## src/rtl/tmds_decoder.sv

```systemverilog
// tmds_decoder: TMDS symbol aligner and 10b->8b/control decoder for one channel
module tmds_decoder #(
   parameter int TOKEN_LOCK   = 16,
   parameter int SEARCH_WORDS = 2048,
   parameter int LOSS_WORDS   = 4096
) (
   input  logic       clk,
   input  logic       rst,
   input  logic [9:0] raw_word,
   output logic [7:0] vd,
   output logic [1:0] cd,
   output logic       vde,
   output logic       locked,
   output logic [3:0] offset
);
   localparam int CW = $clog2((SEARCH_WORDS > LOSS_WORDS ? SEARCH_WORDS : LOSS_WORDS) + 1);
   localparam int RW = $clog2(TOKEN_LOCK + 1);
   typedef enum logic {SEARCH, LOCKED} state_t;
   state_t state, state_nxt;
   logic [9:0] raw_q, sym;
   logic [19:0] win;
   logic [CW-1:0] word_cnt;
   logic [RW-1:0] run_cnt, run_nxt;
   logic tok, run_hit, search_end, loss, advance, vde_nxt;
   logic [1:0] tok_cd, cd_nxt;
   logic [7:0] q, dec, vd_nxt;
   assign win = {raw_word, raw_q};
   assign locked = state == LOCKED;
   // classify the aligned symbol and decode it as data in parallel
   always_comb begin
      tok = sym == 10'h354 || sym == 10'h0AB || sym == 10'h154 || sym == 10'h2AB;
      tok_cd = sym == 10'h354 ? 2'd0 : sym == 10'h0AB ? 2'd1 : sym == 10'h154 ? 2'd2 : 2'd3;
      q = sym[7:0] ^ {8{sym[9]}};
      dec = q ^ {q[6:0], 1'b0} ^ {{7{~sym[8]}}, 1'b0};
      run_nxt = !tok ? '0 : run_cnt == RW'(TOKEN_LOCK) ? run_cnt : run_cnt + 1'b1;
      run_hit = run_nxt == RW'(TOKEN_LOCK);
      search_end = word_cnt == CW'(SEARCH_WORDS - 1);
      loss = word_cnt == CW'(LOSS_WORDS - 1);
   end
   // next state: a full token run locks (and beats a pending offset advance); a silent window unlocks
   always_comb begin
      state_nxt = state == SEARCH ? (run_hit ? LOCKED : SEARCH) : (!run_hit && loss ? SEARCH : LOCKED);
      advance = !run_hit && (state == SEARCH ? search_end : loss);
   end
   // outputs are qualified by the state being entered, so the locking token itself is reported
   always_comb begin
      vde_nxt = state_nxt == LOCKED && !tok;
      vd_nxt = vde_nxt ? dec : 8'd0;
      cd_nxt = state_nxt == LOCKED && tok ? tok_cd : cd;
   end
   // state register
   always_ff @(posedge clk) begin
      if (rst) state <= SEARCH;
      else state <= state_nxt;
   end
   // alignment window, offset hunting counters and registered outputs
   always_ff @(posedge clk) begin
      if (rst) begin
         raw_q <= '0;
         sym <= '0;
         offset <= '0;
         run_cnt <= '0;
         word_cnt <= '0;
         vd <= '0;
         cd <= '0;
         vde <= 1'b0;
      end else begin
         raw_q <= raw_word;
         sym <= win[offset +: 10];
         offset <= advance ? (offset == 4'd9 ? 4'd0 : offset + 4'd1) : offset;
         run_cnt <= advance ? '0 : run_nxt;
         word_cnt <= advance || run_hit ? '0 : word_cnt + 1'b1;
         vd <= vd_nxt;
         cd <= cd_nxt;
         vde <= vde_nxt;
      end
   end
endmodule

```

## config.mk

```make
export PLATFORM = sky130hd
export DESIGN_NAME = tmds_decoder
export DESIGN_NICKNAME = d
export VERILOG_FILES = /design/src/rtl/tmds_decoder.sv
export SDC_FILE = /design/constraint.sdc
export NUM_CORES = 1
export LEC_CHECK = 0
export CAP_MARGIN = 20
export CORE_AREA = 2 2 112 114
export CTS_BUF_LIST = sky130_fd_sc_hd__clkbuf_4 sky130_fd_sc_hd__clkbuf_8
export CTS_CLUSTER_SIZE = 12
export DETAILED_ROUTE_END_ITERATION = 10
export DIE_AREA = 0 0 114 116
export HOLD_SLACK_MARGIN = 0.15
export SYNTH_ARGS = -nofsm -noshare
export SYNTH_HDL_FRONTEND = slang
export SYNTH_SLANG_ARGS = --single-unit
```

## constraint.sdc

```tcl
create_clock -name clk -period 5.4 [get_ports clk]
set_input_delay 0.54 -clock clk [delete_from_list [all_inputs] [get_ports clk]]
set_output_delay 0.54 -clock clk [all_outputs]
set_load 0.005 [all_outputs]
```

==> impl_metrics.yaml <==
outcome:
  run_status: "complete, no violations"
sta:
  clock_skew_ns: 0.00759
  hold_slack_ns: 0.478
  fin_crit_sh_pct: 44.5
  min_period_ns: 2.40
  final-setup-viol-count: 0
  clock.fmax_mhz: 416
  worstMarginPinSlew_ns: 0.788
  max_slew_margin_pct: 47.4
  setup_ws_ns: 3.00
  drv_slew: 0
  rsz0062_at_grt: "no"
  hold_viol_final: 0
  finalSetupTns_ns: 0
pwr:
  p_comb_share_pct: 8.0
  pwr-share-seq_pct: 58.1
  power_uw: 715
  p_leak_nw: 1.10
  power.share.clock_pct: 33.9
  switching_share_pct: 24.0
  power.density_mw_per_mm2: 215
  internal_power_uw: 543
  ir_drop_mv: 0.102
  switchingPower_uw: 171
cts:
  htree_levels: 2
  clkTransAtPathRegs_ns: 0.10
  post_cts_resized: 0
  cts_tree: "yes"
  cts_buffers: 5
  cts_max_path_buffers: 2
  clock_latency_ns: 0.31
  cts_setup_buffers: 0
  hold_buffers: 0
  clock_sinks: 54
  cts-root-buf: "clkbuf_8"
drt:
  antenna_left: 0
  wl_per_cell_um: 12.6
  dr.pass1.iters: 4
  wl_um: 5820
  viasPerCell: 4.49
  dr_total_vias: 2077
  drc: 0
  drtIter0Drc: 92
floorplan:
  start_util_pct: 23.5
  fp.dieH_um: 116
  fp-row-count: 40
  dieWidth_um: 114
  io-pin-count: 28
  dieArea_sq_mm: 0.0132
  core_sq_mm: 0.0119
place:
  dp_cells: 453
  place_ws_ns: 2.91
  portBuffers: 27
  dp.final_hpwl_um: 4440
  gp_congestion: 0.809
setup_path:
  crit_fanout: 21
  startpoint: "offset[0]$_SDFFE_PP0P_"
  crit_type: "flop to flop"
  worstPathArrival_ns: 2.62
  worstPathRequired_ns: 5.61
  start_kind: "flop"
  r2r_start: "offset[0]$_SDFFE_PP0P_"
  end_kind: "flop"
synthesis:
  ys.warnings.count: 0
  synth-seq-cells: 54
  seq_area_frac_synth_pct: 38.6
  yosys.cell_types.count: 48
  async_reset_ff_share_pct: 0
  synth_flop_cell: "dfxtp_1"
  mappedNetlistNets: 310
  synth_edf_count: 0
  syn_area_sq_mm: 0.00280
  syn_area_per_cell_sq_um: 9.49
  synth_cells: 295
global_route:
  grt_start_max_net_pins: 29
  grt_pass1_vias: 2016
  gr-total-overflow: 0
  track_usage_pct: 9.33
  grt_use_met2_pct: 14.5
  grt_busiest_layer: "met2"
  use_met1_pct: 13.2
  use_met3_pct: 2.46
  grt_pass1_wl_um: 9920
  antenna_found_initial: 0
cells_and_area:
  final_common_cell: "dfxtp_1"
  finalNetCount: 330
  layout_common_cells: "dfxtp_1, nor2_1, clkdlybuf4s50_1"
  fillers: 1277
  synthToLayoutAreaGrowth_pct: 18.8
  layout-drive-gt1-share_pct: 10.8
  antenna_cells: 0
  final_cells: 463
min_path:
  min-delay-start: "word_cnt[0]$_SDFF_PP0_"
  worst_hold_path_type: "flop to flop"
job:
  cap_violations: 0
kinds of logic (layout without fill, tap and decap cells):
family / after synthesis / count (layout) / synth area share [%]
adder cells (fa/ha/maj): 3 / 3 / 1.34
AO/OA/AOI/OAI: 42 / 42 / 12.0
AND/OR/NAND/NOR: 111 / 111 / 21.5
buffers and inverters: 26 / 47 / 3.89
flip-flops: 54 / 54 / 38.6
XOR/XNOR: 30 / 30 / 9.38
multiplexers: 29 / 29 / 13.3
cell usage after synthesis, types with 4 or more instances:
library cell   n  area (sq um)
o21ai_0        4          20.0
mux4_2         6           135
xnor2_1       23           201
a311oi_1       4          35.0
nand2_1       13          48.8
a21oi_1       11          55.1
nor3_1         4          20.0
nor2b_1       13          81.3
a211oi_1      12          90.1
nor2_1        46           173
mux2i_1       18           180
nand3_1        8          40.0
xor2_1         7          61.3
buf_2          6          30.0
mux2_2         5          56.3
clkbuf_1       9          33.8
dfxtp_1       54          1080
inv_1         10          37.5
routing by layer:
metal	up-vias	routed length [um]	part of all wire, %
li1	1074	-	-
met1	966	2950	51
met2	33	2630	45
met3	4	216	3.7
met4	0	27	0.46
met5	-	0	0
worst max-delay path, stage by stage, from the launching register on:
cell      delay (ns)
dfxtp_1         0.84
inv_1           0.43
a211oi_1        0.27
a21oi_1         0.09
mux4_2          0.49
and2_1          0.17
sequential cells by signal (all words and copies together) (netlist names):
name,count
cd,2
locked,1
offset,4
raw_q,10
run_cnt,5
sym,10
vd,8
vde,1
word_cnt,13
path summary, 6_finish.rpt:
path | endpoint | slack (ns) | cells after the start
worst max-delay path | sym[4]$_SDFF_PP0_ | 3.00 | 5
worst min-delay path | word_cnt[0]$_SDFF_PP0_ | 0.48 | 1
worst max register to register | sym[4]$_SDFF_PP0_ | 3.00 | 5
worst min register to register | word_cnt[0]$_SDFF_PP0_ | 0.48 | 1
final cells by class:
cell class                      count  area [sq um]  area share [%]
Multi-Input combinational cell    215          1610            48.4
Sequential cell                    54          1080            32.5
Timing Repair Buffer               29           313            9.41
Tap cell                          147           184            5.53
Clock buffer                        6          82.6            2.48
Inverter                           10          37.5            1.13
Clock inverter                      2          17.5           0.527
power by group through the flow:
stage | registers (mW) | logic, mW | clock network, mW
after CTS | 0.416 | 0.0561 | 0.252
after floorplan | 0.422 | 0.0387 | 0
after global placement | 0.424 | 0.0553 | 0
after global routing | 0.417 | 0.0635 | 0.276
after detailed placement | 0.425 | 0.0557 | 0
final | 0.415 | 0.0571 | 0.242
per-stage QoR:
stage / cell area, sq um / utilization [%]
finish: 3330 / 27.9
detailed placement: 3180 / 26.7
floorplan: 2800 / -
CTS: 3280 / 27.6
global placement: 3180 / 26.7
global route: 3330 / 27.9
Note: power is estimated with default switching activity, not from simulation.
